### config.mk
export PLATFORM = sky130hd
export DESIGN_NAME = rvdff_rr_arb4
export DESIGN_NICKNAME = d
export VERILOG_FILES = /design/src/rtl/rvdff_rr_arb4.sv
export SDC_FILE = /design/constraint.sdc
export NUM_CORES = 1
export LEC_CHECK = 0
export BUFFER_PORTS_ARGS = -buffer_cell sky130_fd_sc_hd__clkbuf_2
export CAP_MARGIN = 20
export CORE_ASPECT_RATIO = 1.1
export CORE_MARGIN = 3
export CORE_UTILIZATION = 40
export CTS_BUF_LIST = sky130_fd_sc_hd__clkbuf_4
export DETAILED_ROUTE_END_ITERATION = 6
export PLACE_DENSITY = 0.79
export SETUP_SLACK_MARGIN = 0.5
export SYNTH_ARGS = -nofsm -noshare
export SYNTH_HDL_FRONTEND = slang
export SYNTH_SLANG_ARGS = --single-unit
### constraint.sdc
create_clock -name clk -period 2.54 [get_ports clk]
set_input_delay 0.508 -clock clk [delete_from_list [all_inputs] [get_ports clk]]
set_output_delay 0.508 -clock clk [all_outputs]
set_load 0.01 [all_outputs]
### src/rtl/rvdff_rr_arb4.sv
// rvdff_rr_arb4: four-requester round-robin arbiter feeding a single output
// register with valid/ready handshakes, flush, and synchronous reset.
module rvdff_rr_arb4 #(
   parameter int WIDTH = 17
) (
   input  logic               clk,
   input  logic               rst,
   input  logic               flush,
   input  logic [3:0]         req_valid,
   input  logic [4*WIDTH-1:0] req_data,
   output logic [3:0]         req_ready,
   output logic               out_valid,
   output logic [WIDTH-1:0]   out_data,
   output logic [1:0]         out_src,
   input  logic               out_ready
);

   localparam int NUM_LANES = 4;

   logic [1:0]       ptr;
   logic [1:0]       win_idx;
   logic [1:0]       idx;
   logic             win_found;
   logic             load;
   logic             grant;
   logic [WIDTH-1:0] win_data;

   // Output register is free, or its contents leave this cycle; flush blocks refill.
   assign load  = ~flush & (~out_valid | out_ready);
   // Reset suppresses handshakes so no requester believes it was accepted.
   assign grant = ~rst & load & win_found;

   // Circular search from ptr; the 2-bit add wraps 3 -> 0 naturally.
   always_comb begin
      win_found = 1'b0;
      win_idx   = ptr;
      idx       = ptr;
      for (int k = 0; k < NUM_LANES; k++) begin
         idx = ptr + 2'(k);
         if (!win_found && req_valid[idx]) begin
            win_found = 1'b1;
            win_idx   = idx;
         end
      end
   end

   // One-hot ready on the winner plus the matching payload select.
   always_comb begin
      req_ready = '0;
      win_data  = '0;
      for (int i = 0; i < NUM_LANES; i++) begin
         if (win_idx == 2'(i)) begin
            req_ready[i] = grant;
            win_data     = req_data[i*WIDTH +: WIDTH];
         end
      end
   end

   // Output register and pointer: reset > flush > load (fill or drain-to-empty) > hold.
   always_ff @(posedge clk) begin
      if (rst) begin
         out_valid <= 1'b0;
         out_data  <= '0;
         out_src   <= '0;
         ptr       <= '0;
      end else if (flush) begin
         out_valid <= 1'b0;
      end else if (load) begin
         out_valid <= win_found;
         if (win_found) begin
            out_data <= win_data;
            out_src  <= win_idx;
            ptr      <= win_idx + 2'd1;
         end
      end
   end

endmodule
== Word level (Yosys, flattened, before mapping) ==
Cells that the tools add are included.
Cells by class
  bitwise gates (word level): 7
  order comparisons: 4
  reductions and logical operators: 9
  add/sub/neg operators: 4
  multiplexer cells: 23
  eq/ne operators: 3
Operators by type and width (count)
  17-bit two-way mux: 4
  2-bit by 3-bit less-than comparator with 1-bit output (second input constant): 4
  1-bit two-way mux: 12
  1-bit binary-select mux with 2-bit select: 4
  2-bit two-way mux: 3
  2-bit by 1-bit adder with 2-bit output (second input constant): 2
  2-bit adder (second input constant): 2
  2-bit == test (second input constant): 2
  1-bit bitwise AND: 3
  1-bit logical AND: 3
  1-bit zero test: 3
  1-bit inverter: 3
  3-bit AND reduction: 1
  2-bit by 1-bit == test with 1-bit output (second input constant): 1
  2-bit zero test: 1
  2-bit OR reduction: 1
  1-bit bitwise OR: 1
Word-level totals
  bits in registers: 22
  input bits: 76
  logic and storage cells: 54

== Longest topological paths before layout ==
Gate-level depths: netlist of the first run.
  depth after elaboration: 17
  gate-level depth with buffers: 11

== Worst setup path after synthesis of the first run ==
OpenSTA, ideal clock, no wires.
  path kind: input to output
  from: input req_valid[3]
  to: output req_ready[3]
  cell stages on the path: 7
  required time: 2.032 ns
  path slack: 0.010 ns
  buffers on the path: 2
  arrival time: 2.022 ns
  cell sequence: and2b_1 o21ai_0 o211a_1 ha_1 clkbuf_2 clkbuf_1 and2_1
On the way
  word-level cells in the longest chain between the ends: 14
  elaborated cells between the ends (all ways): 24
  those cells by class: 1 x eq/ne; 16 x mux; 1 x bitwise; 6 x reduce/logical
RTL lines
  start: declaration: RTL line 9  | input logic [3:0] req_valid,
  1-bit binary-select mux with 2-bit select: RTL line 40  | if (!win_found && req_valid[idx]) begin
  1-bit two-way mux (implied by the code): RTL line 40
  1-bit two-way mux: RTL line 40
  1-bit zero test: RTL line 40
  1-bit logical AND: RTL line 40
  1-bit two-way mux: RTL line 40
  1-bit zero test: RTL line 40
  1-bit logical AND: RTL line 40
  1-bit two-way mux: RTL line 40
  1-bit zero test: RTL line 40
  1-bit logical AND: RTL line 40
  2-bit two-way mux (*): RTL line 40
  named net win_idx[0]: RTL line 21  | logic [1:0] win_idx;
  2-bit == test (*): RTL line 52  | if (win_idx == 2'(i)) begin
  1-bit two-way mux (*): RTL line 52
  end: declaration: RTL line 11  | output logic [3:0] req_ready,
Mark *: on every way through the listed nets, which the timed path passes. The rest lies on a longest branch. The select of a mux whose other input is x is not followed.

== Final worst setup path of the first run ==
  from: input req_valid[3]
  to: output req_ready[0]
On the way
  word-level cells in the longest chain between the ends: 14
  elaborated cells between the ends (all ways): 24
  those cells by class: 16 x mux; 1 x bitwise; 7 x reduce/logical
RTL lines (RTL line)
  1-bit binary-select mux with 2-bit select: 40
  1-bit two-way mux (implied by the code): 40
  1-bit two-way mux: 40
  1-bit zero test: 40
  1-bit logical AND: 40
  1-bit two-way mux: 40
  1-bit zero test: 40
  1-bit logical AND: 40
  1-bit two-way mux: 40
  1-bit zero test: 40
  1-bit logical AND: 40
  2-bit two-way mux (*): 40
  named net win_idx[0]: 21
  2-bit zero test (*): 52
  1-bit two-way mux (*): 52
Marks and branches as above.

==> results of run 1 <==
-- worst max-delay path: cells and delay by family --
| family | cells | cell delay (ns) |
|---|---|---|
| buffers and inverters | 4 | 0.41 |
| AOI/OAI and AO/OA | 2 | 0.42 |
| and+or+nand+nor | 2 | 0.34 |
| adders and majority gates | 1 | 0.15 |
-- sequential cells by signal (all words and copies together), names as in the netlist --
register and cells:
out_src 2, out_valid 1, ptr 2, out_data 17
-- logic make-up (layout without fill, tap and decap cells) --
logic type / after synthesis / after routing
AOI/OAI and AO/OA: 64 / 64
and+or+nand+nor: 57 / 59
buffers and inverters: 39 / 165
DFF: 22 / 22
adders and majority gates: 4 / 4
-- through the flow --
stage | hold WS, ns | cell area (µm²)
CTS | 0.390 | 2500
finish | 0.393 | 2630
global route | 0.393 | 2630
global placement | 0.444 | 2120
floorplan | 0.481 | 1630
detailed placement | 0.448 | 2120
-- worst paths after layout --
kind / start / to / slack (ns) / cells past startpoint
hold / removal: flush / out_valid / 0.39 / 2
setup reg to reg: ptr[1] / out_data[11] / 0.27 / 11
hold reg to reg: out_src[0] / out_src[0] / 0.47 / 2
setup / recovery: req_valid[3] / req_ready[0] / 0.19 / 9
-- power by group through the flow --
| stage | combinational, W | sequential (W) | clock, W |
|---|---|---|---|
| final | 0.000694 | 0.000408 | 0.000164 |
| after global routing | 0.000753 | 0.000412 | 0.000183 |
| after CTS | 0.000631 | 0.000406 | 0.000169 |
| after detailed placement | 0.000512 | 0.000412 | 0 |
| after global placement | 0.000506 | 0.000411 | 0 |
| after floorplan | 0.000362 | 0.000426 | 0 |
-- cells in the final DEF (no fill, tap or decap), types with 2 or more instances in the layout --
master / count
nor3_1: 17
inv_1: 19
clkbuf_4: 4
and2_4: 4
nor3_2: 3
nor2b_1: 3
nor2b_4: 4
buf_4: 26
a221o_1: 17
nor2_1: 19
dfxtp_1: 20
nand2_1: 3
a21oi_2: 3
o21ai_2: 2
ha_4: 4
buf_8: 3
clkbuf_2: 93
buf_6: 15
a21oi_1: 19
a221oi_2: 17
-- timing repair --
item                                   CTS  global route
cloned                                   2             0
gates resized for setup                 33            25
endpoints found under the hold margin    0             0
setup endpoints to repair               21            23
pin swaps                                9            14
setup buffers                           25             5
-- final cells by class --
| cell class | count | area share [%] |
|---|---|---|
| clock buffers | 3 | 0.855 |
| clock inverters | 1 | 0.143 |
| inverters | 21 | 3.18 |
| multi-input cells | 127 | 41.9 |
| flip-flops and latches | 22 | 16.9 |
| well taps | 50 | 2.38 |
| repair buffers | 140 | 34.6 |
-- metal layers --
| metal | up-vias | GRT usage [%] |
|---|---|---|
| met4 | 0 | 7.37 |
| met3 | 17 | 2.19 |
| met2 | 84 | 42.7 |
| li1 | 948 | - |
| met1 | 919 | 26.2 |
| met5 | - | 0 |
==> flow_summary.json, run 1 <==
{
  "status": "finished clean",
  "power_density_nw_per_um2": 481,
  "antenna_found_initial": 0,
  "worst_slack_ns": 0.190,
  "place_congestion": 0.838,
  "synth_common_cells": "a21oi_1, dfxtp_1, inv_1",
  "synth_top_family_by_area": "compound AO/OA/AOI/OAI gates",
  "slew_viol_final": 0,
  "wl_met3_um": 357,
  "seqCellArea_um2": 445,
  "crit_arrival_ns": 1.84,
  "drc": 0,
  "rows": 23,
  "grt_pass1_wl_um": 8430,
  "synthXorXnorAreaFrac_pct": 0,
  "via_per_inst": 5.41,
  "cp-end-kind": "output port",
  "synth-main-ff-cell": "dfxtp_1",
  "synth_area_leaders": "dfxtp_1, a221oi_2, a221o_1",
  "finalHoldViolations": 0,
  "syn_inst": 186,
  "ios": 100,
  "multiInputGateArea_um2": 1100,
  "synthSimpleGateAreaFrac_pct": 19.0,
  "maxCapViolations": 0,
  "path_max_fanout": 5,
  "startpoint_type": "input pin",
  "drtPass1Iterations": 4,
  "avgSynthCellArea_um2": 8.42,
  "seq_area_frac_synth_pct": 28.1,
  "async_flop_share_pct": 0,
  "grt_max_degree": 23,
  "crit_chain": "clkbuf_16, and2b_1, a21oi_2, o211a_1, buf_6, inv_6, ha_4, and2_4, buf_6",
  "irDropWorstVdd_mv": 0.227,
  "final_core_util_pct": 70.9,
  "period_share_pct": 92.5,
  "drtAntennaViolNets": 0,
  "layout.nets": 395,
  "antenna_cells": 0,
  "drive_above_1_share_pct": 60.5,
  "die_h_um": 71.6,
  "ys_warn_count": 0,
  "power_w": 0.00127,
  "die_w_um": 65.7,
  "route.final.wire_length_um": 5790,
  "critPathRequiredTime_ns": 2.03,
  "wl_met2_um": 3090,
  "syn2layout_area_growth_pct": 68.1,
  "stdcell_count": 364,
  "slowest_stage": "o211a_1",
  "htree_levels": 1,
  "worstMarginPinSlew_ns": 0.772,
  "min_path_type": "input pin to register",
  "yosys_register_bits": 22,
  "wire_per_inst_um": 15.9,
  "p_clk_share_pct": 13.0,
  "start_util_pct": 42.2,
  "synth_compound_area_share_pct": 37.9,
  "m1WireLength_um": 2130,
  "comb_power_share_pct": 54.8,
  "synth_cell_types": 27,
  "clk_pin_slew_worst_paths_ns": 0.12,
  "yosys.area.top_type": "dfxtp_1",
  "clk_latency_ns": 0.31,
  "num-fill-cells": 288,
  "port-buffer-count": 99,
  "synthMuxAreaShare_pct": 0,
  "maxUsedRoutingLayer": "met4",
  "cpMostUsedCell": "buf_6",
  "dieArea_um2": 4700,
  "placedCellCount": 328,
  "relSlewSlack_pct": 48.2,
  "synth_fp_nets": 266,
  "core_area_um2": 3710,
  "min_period_ns": 2.35,
  "hold_buffers": 0,
  "synth_area_um2": 1570,
  "grt_pass1_vias": 1882,
  "critical_path_class": "input pin to output port",
  "grt_usage_pct": 22.6,
  "synth_edf_count": 0,
  "finalClockSkew_ns": 0.00506,
  "cellLeakagePower_nw": 1.31,
  "final.setup.tns_ns": 0,
  "power_switching_w": 0.000470,
  "root_buffer": "clkbuf_4",
  "cp_slowest_stage_delay_ns": 0.26,
  "yosysTopAreaCellShare_pct": 28.1,
  "p_int_w": 0.000796,
  "clock.fmax_ghz": 0.426,
  "place_hpwl_um": 3580,
  "cts.sinks": 22,
  "rsz0062_at_grt": "yes",
  "drtIter0Drc": 139,
  "yosys.area_share.adder_pct": 3.19,
  "clk_path_buf_depth": 2,
  "sw_frac_of_total_pct": 37.1,
  "vias": 1968,
  "grt-ovfl-total": 0,
  "cts_tree": "built",
  "dp_slack_ns": 0.0372,
  "seqPwrFrac_pct": 32.2,
  "finalSetupViolCount": 0,
  "numCtsBuffers": 3
}
Power figures use the tool's default switching activity.
==> inputs of run 2 (changes only) <==
- RECOVER_POWER: not set -> 50
- SETUP_SLACK_MARGIN: 0.5 -> not set
==> run 2 against run 1 <==
Net effect: critical path depth unchanged; global-route usage is 2.9 points lower; flip-flop and latch count is the same; setup slack worse by 0.079 ns; sequential share of layout area grew 3.5 points; highest routed layer unchanged.
==> flow_summary.json, run 2 (same netlist as run 1, synthesis figures left out) <==
{
  "status": "finished clean",
  "drtPass1Iterations": 4,
  "cts_tree": "built",
  "crit_chain": "clkbuf_2, and2b_1, o21ai_1, o211a_1, buf_4, ha_1, buf_4, and2_1, clkbuf_2",
  "rsz0062_at_grt": "no",
  "clock.fmax_ghz": 0.412,
  "antenna_found_initial": 0,
  "maxCapViolations": 0,
  "antenna_cells": 0,
  "route.final.wire_length_um": 4650,
  "irDropWorstVdd_mv": 0.268,
  "power_density_nw_per_um2": 506,
  "finalClockSkew_ns": 0.00959,
  "ios": 100,
  "grt_usage_pct": 19.7,
  "startpoint_type": "input pin",
  "cellLeakagePower_nw": 1.07,
  "period_share_pct": 95.6,
  "syn2layout_area_growth_pct": 38.3,
  "finalSetupViolCount": 0,
  "htree_levels": 1,
  "core_area_um2": 3710,
  "largest_register_ffs": 17,
  "clk_pin_slew_worst_paths_ns": 0.13,
  "power_w": 0.00110,
  "finalHoldViolations": 0,
  "relSlewSlack_pct": 55.8,
  "reg2reg_from": "ptr[1]",
  "crit_arrival_ns": 1.92,
  "slew_viol_final": 0,
  "layout_commonest_cell": "clkbuf_2",
  "hold_ws_ns": 0.395,
  "drc": 0,
  "numCtsBuffers": 3,
  "slowest_stage": "and2b_1",
  "worstHoldPathCells": 2,
  "critPathRequiredTime_ns": 2.03,
  "vias": 1790,
  "place_congestion": 0.800,
  "rows": 23,
  "port-buffer-count": 99,
  "grt_pass1_vias": 1702,
  "drive_above_1_share_pct": 42.3,
  "die_h_um": 71.6,
  "final_cell_mix": "clkbuf_2, a21oi_1, inv_1, dfxtp_1, clkbuf_1",
  "worstMarginPinSlew_ns": 0.663,
  "min_path_type": "input pin to register",
  "ff2ff_setup_slack_ns": 0.40,
  "via_per_inst": 5.25,
  "clk_path_buf_depth": 2,
  "min_period_ns": 2.43,
  "whs_endpoint": "out_valid",
  "cts.sinks": 22,
  "cp.buffers_inverters": 4,
  "wire_per_inst_um": 13.6,
  "root_buffer": "clkbuf_4",
  "die_w_um": 65.7,
  "grt-ovfl-total": 0,
  "min_from": "flush",
  "cp_slowest_stage_delay_ns": 0.20,
  "crit_family": "buffers and inverters",
  "reg_top3": "out_data (17), out_src (2), ptr (2)",
  "grt_max_degree": 23,
  "hold_buffers": 0,
  "drtAntennaViolNets": 0,
  "place_hpwl_um": 3690,
  "path_max_fanout": 6,
  "drtIter0Drc": 97,
  "clk_latency_ns": 0.31,
  "worst_r2r_path_depth": 10,
  "r2r_end": "out_data[9]",
  "cp-end-kind": "output port",
  "top_register": "out_data",
  "grt_pass1_wl_um": 7530,
  "start_util_pct": 42.2,
  "dieArea_um2": 4700,
  "layout.nets": 372,
  "critical_path_class": "input pin to output port"
}
[run 2: cell count changes in the layout (fill, tap and decap cells not counted), moves of 3 or more]
cell      previous run  this run
and2_1               1         5
and2_4               4         0
buf_4               26        17
buf_6               15         0
buf_8                3         0
clkbuf_1             0        21
clkbuf_2            93        80
ha_1                 0         4
ha_4                 4         0
nor2b_4              4         0
[run 2: worst register-to-register path, delay by kind of cell, from the launching register on]
family / cells / cell delay, ns
adder cells (fa/ha/maj): 1 / 0.20
flip-flops: 1 / 0.41
buffers and inverters: 2 / 0.23
AND/OR/NAND/NOR: 3 / 0.31
AO/OA/AOI/OAI: 4 / 0.91
[run 2: stage by stage]
| step | TNS (ns) | setup WS [ns] | std cells | area, µm² | utilization [%] |
|---|---|---|---|---|---|
| floorplan | 0 | 0.00986 | 186 | 1570 | - |
| finish | 0 | 0.112 | 341 | 2170 | 58.4 |
| CTS | 0 | 0.0432 | 341 | 2210 | 59.5 |
| global placement | 0 | 0.0513 | 337 | 2180 | 58.8 |
| detailed placement | -0.0273 | -0.0178 | 337 | 2180 | 58.8 |
| global route | 0 | 0.0175 | 341 | 2170 | 58.4 |
[run 2: per-layer routing]
| layer | share of wire, % | up-vias | routed length (µm) | global-route usage [%] |
|---|---|---|---|---|
| met1 | 41 | 823 | 1920 | 24.5 |
| met3 | 7.3 | 6 | 337 | 4.39 |
| li1 | - | 895 | - | - |
| met4 | 1.2 | 0 | 58 | 6.22 |
| met5 | 0 | - | 0 | 0 |
| met2 | 50 | 66 | 2330 | 33.5 |
[run 2: worst max path at each step]
| stage | from | endpoint | slack (ns) | cells past startpoint |
|---|---|---|---|---|
| after floorplan | req_valid[3] | req_ready[3] | 0.01 | 7 |
| after global placement | req_valid[3] | out_data[7] | 0.05 | 11 |
| after detailed placement | req_valid[3] | out_data[9] | -0.02 | 11 |
| after CTS | ptr[1] | req_ready[1] | 0.04 | 8 |
| after global routing | ptr[1] | req_ready[1] | 0.02 | 8 |
| final | req_valid[3] | req_ready[1] | 0.11 | 9 |
[run 2: final cells by class]
| class | count | area (µm²) |
|---|---|---|
| clock buffer | 3 | 22.5 |
| clock inverter | 1 | 3.75 |
| fill | 352 | 1550 |
| inverter | 21 | 78.8 |
| multi-input combinational | 125 | 931 |
| sequential | 22 | 442 |
| tap | 50 | 62.6 |
| timing repair buffer | 119 | 627 |
[run 2: repair_timing]
item	CTS	global route
setup buffers	0	0
setup endpoints to repair	1	2
gates resized for setup	1	3
cloned	0	0
[run 2: power breakdown]
part | total, W | switching (W) | internal [W]
Clock | 0.000166 | 0.000109 | 0.0000572
Sequential | 0.000404 | 0.0000209 | 0.000383
Combinational | 0.000526 | 0.000271 | 0.000254
==> inputs of run 3 (changes only) <==
- SETUP_SLACK_MARGIN: not set -> 0.15
==> run 3 against run 2 <==
Net effect: global-route usage increased by 0.34 points; combinational power rose by 4%; clock skew shrank 0.0083 ns; non-clock buffer count grew 6; die area did not move.
==> flow_summary.json, run 3 (same netlist as run 1, synthesis figures left out) <==
{
  "placedCellCount": 338,
  "use_met3_pct": 2.82,
  "antenna_cells": 0,
  "grtUsageMet1_pct": 24.2,
  "cp.buffers_inverters": 3,
  "crit_chain": "clkbuf_2, and2b_1, a21oi_1, o211a_1, ha_2, buf_6, and2_1, buf_2",
  "slew_viol_final": 0,
  "drtIter0Drc": 84,
  "critPathRequiredTime_ns": 2.03,
  "drtAntennaViolNets": 0,
  "power_density_nw_per_um2": 500,
  "drc": 0,
  "wire_per_inst_um": 13.8,
  "numCtsBuffers": 3,
  "power_w": 0.00112,
  "clk_pin_slew_worst_paths_ns": 0.12,
  "place_hpwl_um": 3710,
  "irDropWorstVdd_mv": 0.271,
  "place_congestion": 0.800,
  "antenna_found_initial": 0,
  "grt_pass1_wl_um": 7560,
  "drive_above_1_share_pct": 45.5,
  "top_usage_layer": "met2",
  "port-buffer-count": 99,
  "critical_path_class": "input pin to output port",
  "die_h_um": 71.6,
  "top_register": "out_data",
  "layout.nets": 378,
  "min_period_ns": 2.34,
  "endpoint": "req_ready[1]",
  "cellLeakagePower_nw": 1.09,
  "grt-ovfl-total": 0,
  "clock.fmax_ghz": 0.428,
  "grt_max_degree": 23,
  "core_area_um2": 3710,
  "worstMarginPinSlew_ns": 0.645,
  "cts_tree": "built",
  "stdcell_count": 347,
  "final_cell_mix": "clkbuf_2, buf_4",
  "ff2ff_setup_slack_ns": 0.32,
  "placed_area_um2": 2180,
  "rows": 23,
  "vias": 1821,
  "r2r_end": "out_data[13]",
  "drtPass1Iterations": 4,
  "stdcell_area_um2": 2240,
  "ios": 100,
  "startpoint_type": "input pin",
  "cp_slowest_stage_delay_ns": 0.23,
  "cp.depth": 8,
  "layout_commonest_cell": "clkbuf_2",
  "crit_arrival_ns": 1.83,
  "clk_latency_ns": 0.31,
  "crit_family": "compound AO/OA/AOI/OAI gates",
  "syn2layout_area_growth_pct": 42.8,
  "route.final.wire_length_um": 4800,
  "clk_path_buf_depth": 2,
  "via_per_inst": 5.25,
  "reg2reg_from": "ptr[1]",
  "worst_r2r_path_depth": 10,
  "maxCapViolations": 0,
  "grt_usage_pct": 20.1,
  "grt_pass1_vias": 1784,
  "worst_slack_ns": 0.202,
  "finalSetupViolCount": 0,
  "die_w_um": 65.7,
  "start_util_pct": 42.2,
  "slowest_stage": "ha_2",
  "reg_top3": "out_data (17), out_src (2), ptr (2)",
  "path_max_fanout": 5,
  "dieArea_um2": 4700,
  "cts.sinks": 22,
  "min_path_type": "input pin to register",
  "status": "finished clean",
  "startpoint": "req_valid[3]",
  "cp-end-kind": "output port",
  "htree_levels": 1,
  "rsz0062_at_grt": "yes",
  "finalHoldViolations": 0,
  "finalClockSkew_ns": 0.00128,
  "period_share_pct": 92.1,
  "largest_register_ffs": 17,
  "root_buffer": "clkbuf_4",
  "dp_slack_ns": -0.0938,
  "relSlewSlack_pct": 57.0,
  "grt_util_met2_pct": 36.3
}
==> run 3: power by group <==
part / internal [W] / leakage [nW] / switching [W]
Combinational: 0.000268 / 0.894 / 0.000277
Sequential: 0.000383 / 0.183 / 0.0000235
Clock: 0.0000574 / 0.0154 / 0.000110
==> run 3: per-stage QoR <==
stage	util (%)	setup TNS (ns)	hold WS, ns
CTS	59.8	0	0.392
floorplan	-	0	0.481
global placement	58.6	-0.0226	0.452
detailed placement	58.6	-0.912	0.449
global route	60.3	0	0.415
finish	60.3	0	0.406
==> run 3: timing repair <==
item	4_1_cts	5_1_grt
setup endpoints to repair	3	10
hold buffers	0	0
resized for setup	4	8
pin swaps	1	3
buffers inserted	1	4
==> run 3: metal layers <==
layer / up-vias / part of all wire, %
met1: 837 / 42
li1: 909 / -
met3: 10 / 5.6
met2: 65 / 51
met4: 0 / 1.7
met5: - / 0
==> run 3: worst min-delay path by stage <==
stage | end | cells past startpoint | from
after detailed placement | out_src[0] | 2 | out_src[0]
final | out_valid | 2 | flush
after global placement | out_src[0] | 2 | out_src[0]
after floorplan | out_src[0] | 2 | out_src[0]
after CTS | out_valid | 2 | flush
after global routing | out_valid | 2 | flush
==> run 3: area by class of cell <==
class | count | area (µm²)
clock buffers | 3 | 22.5
clock inverters | 1 | 3.75
fillers | 354 | 1480
inverters | 21 | 78.8
multi-input cells | 125 | 962
flip-flops and latches | 22 | 444
well taps | 50 | 62.6
repair buffers | 125 | 663
